`config.mk`:
```
export PLATFORM = sky130hd
export DESIGN_NAME = rf_wb_arbiter_flat
export DESIGN_NICKNAME = d
export VERILOG_FILES = /design/src/rtl/rf_wb_if.sv /design/src/rtl/rf_wb_arbiter.sv /design/src/flat_wrapper.sv
export SDC_FILE = /design/constraint.sdc
export NUM_CORES = 1
export LEC_CHECK = 0
export BUFFER_PORTS_ARGS = -buffer_cell sky130_fd_sc_hd__buf_4
export CORE_UTILIZATION = 40
export DETAILED_ROUTE_END_ITERATION = 12
export PLACE_DENSITY = 0.69
export SLEW_MARGIN = 10
export SYNTH_ARGS = -nofsm -noshare
export SYNTH_HDL_FRONTEND = slang
export SYNTH_SLANG_ARGS = --single-unit
```
`constraint.sdc`:
```
create_clock -name clk -period 5.7 [get_ports clk]
set_input_delay 0.855 -clock clk [delete_from_list [all_inputs] [get_ports clk]]
set_output_delay 0.855 -clock clk [all_outputs]
set_load 0.02 [all_outputs]
```
`src/rtl/rf_wb_if.sv`:
```
// Bundle for the register-file write-port arbiter: ALU writeback, load handshake,
// register-file write port and hazard outputs.
interface rf_wb_if;
    logic        alu_valid;
    logic [4:0]  alu_rd;
    logic [31:0] alu_wdata;
    logic        alu_stall;

    logic        ld_valid;
    logic        ld_ready;
    logic [4:0]  ld_rd;
    logic [31:0] ld_data;
    logic [2:0]  ld_type;

    logic [4:0]  rf_a3;
    logic [31:0] rf_wd3;
    logic [2:0]  rf_we3;
    logic [31:0] pending;

    // Producer/consumer side: drives ALU and load results, watches the write port.
    modport master (
        output alu_valid, alu_rd, alu_wdata,
        output ld_valid, ld_rd, ld_data, ld_type,
        input  alu_stall, ld_ready,
        input  rf_a3, rf_wd3, rf_we3, pending
    );

    // Arbiter side.
    modport slave (
        input  alu_valid, alu_rd, alu_wdata,
        input  ld_valid, ld_rd, ld_data, ld_type,
        output alu_stall, ld_ready,
        output rf_a3, rf_wd3, rf_we3, pending
    );
endinterface

```
`src/rtl/rf_wb_arbiter.sv`:
```
// Register-file write-port arbiter: ALU has priority, loads wait in a small FIFO.
// Define STARVE_GUARD_EN to force a queued load through after STARVE_LIMIT lost cycles.
module rf_wb_arbiter #(
    parameter int LQ_DEPTH     = 4,
    parameter int STARVE_LIMIT = 8
) (
    input  logic   clk,
    input  logic   rst,
    rf_wb_if.slave bus
);
    localparam int            AW      = $clog2(LQ_DEPTH);
    localparam int            CW      = AW + 1;
    localparam logic [CW-1:0] DEPTH_C = CW'(LQ_DEPTH);
    localparam logic [2:0]    WE_NONE = 3'b000;
    localparam logic [2:0]    WE_WORD = 3'b001;

    logic [4:0]          r_rd   [LQ_DEPTH];
    logic [31:0]         r_data [LQ_DEPTH];
    logic [2:0]          r_type [LQ_DEPTH];
    logic [LQ_DEPTH-1:0] r_live;
    logic [AW-1:0]       r_head;
    logic [AW-1:0]       r_tail;
    logic [CW-1:0]       r_count;

    logic [4:0]          r_a3;
    logic [31:0]         r_wd3;
    logic [2:0]          r_we3;

    logic                w_stall;
    logic                w_ready;
    logic                w_alu_issue;
    logic                w_pop;
    logic                w_push;
    logic [31:0]         w_pending;

    // Space is judged on the registered count only: a same-cycle pop frees nothing.
    assign w_ready     = rst && (r_count < DEPTH_C);
    assign w_alu_issue = bus.alu_valid && (bus.alu_rd != 5'd0) && !w_stall;
    assign w_pop       = !w_alu_issue && (r_count != '0);
    assign w_push      = bus.ld_valid && w_ready && (bus.ld_rd != 5'd0);

`ifdef STARVE_GUARD_EN
    localparam int            SW      = $clog2(STARVE_LIMIT + 1);
    localparam logic [SW-1:0] LIMIT_C = SW'(STARVE_LIMIT);

    logic [SW-1:0] r_starve;

    always_ff @(posedge clk or negedge rst) begin
        if (!rst) begin
            r_starve <= '0;
        end else if (w_pop || (r_count == '0)) begin
            r_starve <= '0;
        end else if (w_alu_issue) begin
            r_starve <= r_starve + SW'(1);
        end
    end

    assign w_stall = (r_starve >= LIMIT_C) && (r_count != '0);
`else
    assign w_stall = 1'b0;
`endif

    // NOTE: the payload array has no reset; an entry is only ever read through its
    // live bit, so leaving the wide storage unreset keeps it a plain RAM-style array.
    always_ff @(posedge clk) begin
        if (w_push) begin
            r_rd[r_tail]   <= bus.ld_rd;
            r_data[r_tail] <= bus.ld_data;
            r_type[r_tail] <= bus.ld_type;
        end
    end

    // NOTE: all state here is updated with non-blocking assignments, so the kill,
    // pop and push below all see the pre-edge values and the later write to a slot wins.
    always_ff @(posedge clk or negedge rst) begin
        if (!rst) begin
            r_live  <= '0;
            r_head  <= '0;
            r_tail  <= '0;
            r_count <= '0;
        end else begin
            // An issuing ALU write is newer than every queued load to the same rd.
            if (w_alu_issue) begin
                for (int i = 0; i < LQ_DEPTH; i++) begin
                    if (r_rd[i] == bus.alu_rd) begin
                        r_live[i] <= 1'b0;
                    end
                end
            end
            if (w_pop) begin
                r_live[r_head] <= 1'b0;
                r_head         <= r_head + AW'(1);
            end
            if (w_push) begin
                r_live[r_tail] <= 1'b1;
                r_tail         <= r_tail + AW'(1);
            end
            r_count <= r_count + CW'(w_push) - CW'(w_pop);
        end
    end

    always_ff @(posedge clk or negedge rst) begin
        if (!rst) begin
            r_a3  <= 5'd0;
            r_wd3 <= 32'd0;
            r_we3 <= WE_NONE;
        end else if (w_alu_issue) begin
            r_a3  <= bus.alu_rd;
            r_wd3 <= bus.alu_wdata;
            r_we3 <= WE_WORD;
        end else if (w_pop && r_live[r_head]) begin
            r_a3  <= r_rd[r_head];
            r_wd3 <= r_data[r_head];
            r_we3 <= r_type[r_head];
        end else begin
            r_we3 <= WE_NONE;
        end
    end

    // NOTE: w_pending gets its default before the loop so no path leaves it
    // unassigned and no latch is inferred.
    always_comb begin
        w_pending = '0;
        for (int i = 0; i < LQ_DEPTH; i++) begin
            if (r_live[i]) begin
                w_pending[r_rd[i]] = 1'b1;
            end
        end
        w_pending[0] = 1'b0;
    end

    assign bus.ld_ready  = w_ready;
    assign bus.alu_stall = w_stall;
    assign bus.rf_a3     = r_a3;
    assign bus.rf_wd3    = r_wd3;
    assign bus.rf_we3    = r_we3;
    assign bus.pending   = w_pending;

    a_count_bound: assert property (@(posedge clk) disable iff (!rst)
        r_count <= DEPTH_C);
    a_no_x0_write: assert property (@(posedge clk) disable iff (!rst)
        (r_we3 != WE_NONE) |-> (r_a3 != 5'd0));
    a_limit_sane: assert property (@(posedge clk) disable iff (!rst)
        STARVE_LIMIT >= 1);
endmodule

```
`src/flat_wrapper.sv`:
```
// flat-port wrapper written by rule: the top's interface ports become plain ports
module rf_wb_arbiter_flat 
#(
    parameter int LQ_DEPTH     = 4,
    parameter int STARVE_LIMIT = 8
)
  (clk, rst, bus_alu_valid, bus_alu_rd, bus_alu_wdata, bus_ld_valid, bus_ld_rd, bus_ld_data, bus_ld_type, bus_alu_stall, bus_ld_ready, bus_rf_a3, bus_rf_wd3, bus_rf_we3, bus_pending);
  rf_wb_if bus_i ();
  input  logic clk;
  input  logic rst;
  input wire logic [$bits(bus_i.alu_valid)-1:0] bus_alu_valid;
  input wire logic [$bits(bus_i.alu_rd)-1:0] bus_alu_rd;
  input wire logic [$bits(bus_i.alu_wdata)-1:0] bus_alu_wdata;
  input wire logic [$bits(bus_i.ld_valid)-1:0] bus_ld_valid;
  input wire logic [$bits(bus_i.ld_rd)-1:0] bus_ld_rd;
  input wire logic [$bits(bus_i.ld_data)-1:0] bus_ld_data;
  input wire logic [$bits(bus_i.ld_type)-1:0] bus_ld_type;
  output wire logic [$bits(bus_i.alu_stall)-1:0] bus_alu_stall;
  output wire logic [$bits(bus_i.ld_ready)-1:0] bus_ld_ready;
  output wire logic [$bits(bus_i.rf_a3)-1:0] bus_rf_a3;
  output wire logic [$bits(bus_i.rf_wd3)-1:0] bus_rf_wd3;
  output wire logic [$bits(bus_i.rf_we3)-1:0] bus_rf_we3;
  output wire logic [$bits(bus_i.pending)-1:0] bus_pending;
  assign bus_i.alu_valid = bus_alu_valid;
  assign bus_i.alu_rd = bus_alu_rd;
  assign bus_i.alu_wdata = bus_alu_wdata;
  assign bus_i.ld_valid = bus_ld_valid;
  assign bus_i.ld_rd = bus_ld_rd;
  assign bus_i.ld_data = bus_ld_data;
  assign bus_i.ld_type = bus_ld_type;
  assign bus_alu_stall = bus_i.alu_stall;
  assign bus_ld_ready = bus_i.ld_ready;
  assign bus_rf_a3 = bus_i.rf_a3;
  assign bus_rf_wd3 = bus_i.rf_wd3;
  assign bus_rf_we3 = bus_i.rf_we3;
  assign bus_pending = bus_i.pending;
  rf_wb_arbiter #(.LQ_DEPTH(LQ_DEPTH), .STARVE_LIMIT(STARVE_LIMIT)) u_core (.clk(clk), .rst(rst), .bus(bus_i));
endmodule
```
After elaboration in Yosys (flattened, before gate mapping)
Memory sizes are Yosys's and may differ from the RTL's.
Index checks and enable logic that the tools add are counted.
{"block": "totals", "mem_count": 3, "output_inout_bits": 74, "wordCells": 87, "register_bits": 51, "ram_bits": 160, "inputBits": 81}
{"block": "classes", "reduce_logical": 17, "mux": 33, "order_cmp": 13, "bitwise_logic": 6, "eq_ne": 4, "n_addsub": 4}
{"memory": "u_core.r_data", "depth": 4, "width": 32, "read_ports": 1, "rd_clocked_by_memory_dff": 0, "wr": 1, "line": "rf_wb_arbiter.sv:18", "rtl": "logic [31:0] r_data [LQ_DEPTH];"}
{"memory": "u_core.r_rd", "depth": 4, "width": 5, "read_ports": 5, "rd_clocked_by_memory_dff": 0, "wr": 1, "line": "rf_wb_arbiter.sv:17", "rtl": "logic [4:0] r_rd [LQ_DEPTH];"}
{"memory": "u_core.r_type", "depth": 4, "width": 3, "read_ports": 1, "rd_clocked_by_memory_dff": 0, "wr": 1, "line": "rf_wb_arbiter.sv:19", "rtl": "logic [2:0] r_type [LQ_DEPTH];"}
{"cell": "two-way mux 32 bit", "n": 6}
{"cell": "OR 32 bit", "n": 3}
{"cell": "< comparator 5 x 6 -> 1 bit (second input constant)", "n": 4}
{"cell": "demux 1 bit (select 5 bit)", "n": 4}
{"cell": "== test 5 bit", "n": 4}
{"cell": ">= comparator 5 x 1 -> 1 bit (second input constant)", "n": 4}
{"cell": "two-way mux 1 bit", "n": 13}
{"cell": "logical AND 1 bit", "n": 12}
{"cell": "two-way mux 4 bit", "n": 3}
{"cell": "two-way mux 5 bit", "n": 2}
{"cell": "nonzero test 5 bit", "n": 2}
{"cell": "< comparator 2 x 3 -> 1 bit (second input constant)", "n": 2}
{"cell": "two-way mux 3 bit", "n": 2}
{"cell": "adder 2 x 1 -> 2 bit (second input constant)", "n": 2}
{"cell": "bitwise AND 4 bit", "n": 1}
{"cell": "demux 1 bit (select 2 bit)", "n": 2}
{"cell": ">= comparator 2 x 1 -> 1 bit (second input constant)", "n": 2}
{"cell": "NOT 4 bit", "n": 1}
{"cell": "OR 4 bit", "n": 1}
{"cell": "adder 3 x 1 -> 3 bit", "n": 1}
{"cell": "< comparator 3 bit (second input constant)", "n": 1}
{"cell": "nonzero test 3 bit", "n": 1}
{"cell": "subtractor 3 x 1 -> 3 bit", "n": 1}
{"cell": "binary-select mux 1 bit (select 2 bit)", "n": 1}
{"cell": "other kinds (2)", "n": 2}

Longest topological paths before layout
An unclocked memory read counts as a cell.
{"block": "logic_depth", "word_depth": 12, "depth_mapped": 11, "mapped_depth_nobuf": 9}

Least setup slack after synthesis
No wires, ideal clock.
{"block": "synth_path", "path_type": "input -> register", "startpoint": "input bus_alu_rd[0]", "endpoint": "register u_core.r_count[2]", "stages": 11, "slack_ns": 2.489, "t_arrival_ns": 3.088, "path_buffers": 2, "required_ns": 5.577, "setup_ns": 0.123, "path_cell_list": "buf_2 -> or4_4 -> o21ai_4 -> buf_6 -> and2_1 -> ha_1 -> inv_1 -> ha_1 -> fa_1 -> xnor2_1 -> xnor2_1"}
{"block": "synth_between", "elab_chain_len": 5}
{"item": "start: declaration", "line": "flat_wrapper.sv:12", "rtl": "input wire logic [$bits(bus_i.alu_rd)-1:0] bus_alu_rd;"}
{"item": "nonzero test 5 bit", "line": "rf_wb_arbiter.sv:38", "rtl": "assign w_alu_issue = bus.alu_valid && (bus.alu_rd != 5'd0) && !w_stall;"}
{"item": "logical AND 1 bit", "line": "rf_wb_arbiter.sv:38"}
{"item": "logical NOT 1 bit", "line": "rf_wb_arbiter.sv:39", "rtl": "assign w_pop = !w_alu_issue && (r_count != '0);"}
{"item": "logical AND 1 bit", "line": "rf_wb_arbiter.sv:39"}
{"item": "net u_core.w_pop", "line": "rf_wb_arbiter.sv:32", "rtl": "logic w_pop;"}
{"item": "subtractor 3 x 1 -> 3 bit", "line": "rf_wb_arbiter.sv:98", "rtl": "r_count <= r_count + CW'(w_push) - CW'(w_pop);"}
{"item": "end signal: assignment", "line": "rf_wb_arbiter.sv:98"}
{"item": "end: declaration", "line": "rf_wb_arbiter.sv:23", "rtl": "logic [CW-1:0] r_count;"}
The timed path passes the listed nets, and every way through them passes these cells.
A chain may end at the register's enable or synchronous reset.

==> reports/results.tsv <==
metric	value	unit
max_cap_viol_count	0	
grt.overflow.total	0	
postCtsHoldBufs	0	
antenna_found_initial	1	
fin_crit	3.458	ns
worstSetupEndpointType	output port	
die_area	24620	sq um
synth_top_area_share	50.06	%
grt_use_total	18.67	%
io_buffers	152	
crit_required	4.85	ns
rows	56	
timing.setup.tns	0	ns
crit_end	bus_pending[4]	
synth-async-reset-ratio	24.17	%
yosys.area.top_type	edfxtp_1	
placed_cells	1011	
insertion_delay	0.48	ns
finClkSkew	0.005152	ns
wire_per_inst	21.79	um
crit_path_cell_trace	nor3b_1 -> a22oi_1 -> o221ai_1 -> buf_4	
vdd.ir_drop.worst	0.3296	mV
worst-path-max-fanout	7	
dp_hpwl	14870	um
diodes	0	
crit_cells	4	
grt_pass1_wl	34690	um
crit_type	reg -> out	
fmax	0.2892	GHz
final_max_slew_viol_count	0	
synthFlopType	edfxtp_1	
vias	5822	
slew_headroom	15.74	%
yosysUniqueCellTypes	43	
wl	22810	um
start_util	40.89	%
drc_errors	0	
setup_viol	0	
synthCells	583	
ant_nets	0	
grt_pass1_vias	6126	
die_y	156.9	um
fin_crit_sh	60.67	%
post-cts-setup-buffer-count	0	
power	5092	uW
r2r_start	u_core.r_head[0]$_DFFE_PN0P_	
coreArea	23470	sq um
num-nets-final	806	
synth_area_per_cell	16.46	sq um
mostFrequentLayoutCells	edfxtp_1 (160), buf_4 (153), mux2_2 (68)	
synth-seq-cells	211	
worst_r2r_endpoint	u_core.bus.rf_wd3[1]$_DFFE_PN0P_	
root_buffer	clkbuf_16	
rsz0062_at_grt	no	
cts_made_buffers	20	
die_x	156.9	um
worst_r2r_path_depth	4	
ctsResizeCount	0	
path_delay_family	simple AND/OR/NAND/NOR gates	
netlist_area	9598	sq um
cts_tree	yes	
startpoint_type	flop	
io_pins	155	
htreeDepth	1	
synth_area_leaders	edfxtp_1 (50%), dfrtp_1 (13%), mux4_2 (9.6%), mux2_2 (8.0%), xnor2_1 (1.5%)	
hp-class	in -> async	
grt_max_degree	53	
final_cells	1047	
cp.arrival	2.60	ns
slowest_stage	nor3b_1	
dr.pass1.iters	5	
final_common_cell	edfxtp_1	
drt_iter0_drc	431	
seq_area_frac_synth	63.36	%
tightestPinTransition	1.261	ns
startpoint	u_core.r_rd[1][0]$_DFFE_PP_	
place_congestion	0.8875	
cts.path.max_buffers	3	
clock_sinks	211	
areaGrowthSynthToFinish	21.07	%
clk_pin_slew_worst_paths	0.06	ns
critPathBufInv	1	
status	finished, final reports clean	
p_leak	0.004233	uW
synth_edf_count	160	
r2r_setup_slack	3.01	ns
hold_violations	0	
viasPerCell	5.561	
drive_gt1_share	42.72	%
max_stage_delay	1.04	ns
yosysWarningCount	0	
powerDensity	438.2	nW/um^2
through the flow:
step	utilization, %	worst slack (ns)	hold WS (ns)	area [sq um]
CTS	49.48	2.220	0.4524	11610
global route	49.50	2.078	0.4797	11620
finish	49.50	2.242	0.4309	11620
floorplan	-	2.489	0.5339	9602
global placement	46.58	1.942	0.4937	10930
detailed placement	46.58	1.795	0.4972	10930
worst reg2reg max path: stages (launching register included):
cell and delay [ns]:
dfrtp_4 1.00, mux4_2 0.68, nand2_1 0.16, nand2_4 0.31, mux2_2 0.43
routing by layer:
layer / up-vias / GRT usage, % / wire length (um)
li1: 2582 / - / -
met1: 2914 / 24.72 / 9590
met2: 295 / 31.03 / 10960
met3: 29 / 3.937 / 1910
met4: 2 / 5.369 / 338
met5: - / 0 / 13
logic make-up (layout without fill, tap and decap cells):
family | after synthesis | after routing | synth area share, %
buffers and inverters | 55 | 199 | 2.738
flip-flops | 211 | 211 | 63.36
AND/OR/NAND/NOR | 93 | 93 | 5.971
other | 1 | 2 | 0.03907
multiplexers | 111 | 111 | 17.81
XOR/XNOR | 24 | 24 | 2.190
adder cells (fa/ha/maj) | 11 | 11 | 1.512
AO/OA/AOI/OAI | 77 | 77 | 6.388
where the power goes:
group	total [uW]	internal [uW]	leakage (uW)	switching [uW]
Clock	1340	814	0.000340	525
Combinational	1520	814	0.00184	704
Sequential	2230	1930	0.00205	304
Total	5090	3560	0.00423	1530
how the worst min path moves through the flow:
stage	startpoint	endpoint	slack, ns
global route	rst	u_core.bus.rf_wd3[26]$_DFFE_PN0P_	0.48
floorplan	u_core.r_tail[1]$_DFFE_PN0N_	u_core.r_tail[1]$_DFFE_PN0N_	0.53
global placement	u_core.bus.rf_wd3[25]$_DFFE_PN0P_	u_core.bus.rf_wd3[25]$_DFFE_PN0P_	0.49
finish	rst	u_core.bus.rf_wd3[26]$_DFFE_PN0P_	0.43
detailed placement	u_core.bus.rf_wd3[6]$_DFFE_PN0P_	u_core.bus.rf_wd3[6]$_DFFE_PN0P_	0.50
CTS	rst	u_core.bus.rf_wd3[26]$_DFFE_PN0P_	0.45
flip-flops by register name, indices dropped and copies added, names as in the netlist:
| name | cells |
|---|---|
| u_core.r_rd | 20 |
| u_core.bus.rf_a3 | 5 |
| u_core.r_type | 12 |
| u_core.bus.rf_we3 | 3 |
| u_core.r_count | 3 |
| u_core.r_tail | 2 |
| u_core.r_head | 2 |
| u_core.r_live | 4 |
| u_core.bus.rf_wd3 | 32 |
| u_core.r_data | 128 |
cell type report:
cell class	count	area (sq um)
clock buffer	28	591.8
clock inverter	8	88.84
fill	1963	11850
inverter	10	37.54
multi-input combinational	318	3268
sequential	211	6086
tap	319	399.1
timing repair buffer	153	1149
cell usage after synthesis (2+ instances only):
master and n:
xnor2_1 16, nand2_1 14, and3b_1 6, nor2b_1 3, nand3b_1 10, o41ai_1 4, a22oi_1 15, nor3_1 3
and2_1 5, nor3b_1 8, or3b_2 6, a21oi_1 6, mux2i_1 2, nand3_1 11, dfrtp_1 51, or3_1 3
o22ai_1 11, buf_6 3, mux2_2 68, clkbuf_1 28, a221o_1 11, nor2_1 12, o211ai_1 5, o221ai_1 15
edfxtp_1 160, inv_1 10, o2bb2ai_1 4, buf_2 6, xor2_1 8, a22o_1 3, o21ai_0 2, ha_1 10
buf_4 7, mux4_2 41, and3_1 8
No activity file was read; power rests on OpenSTA's default activity.
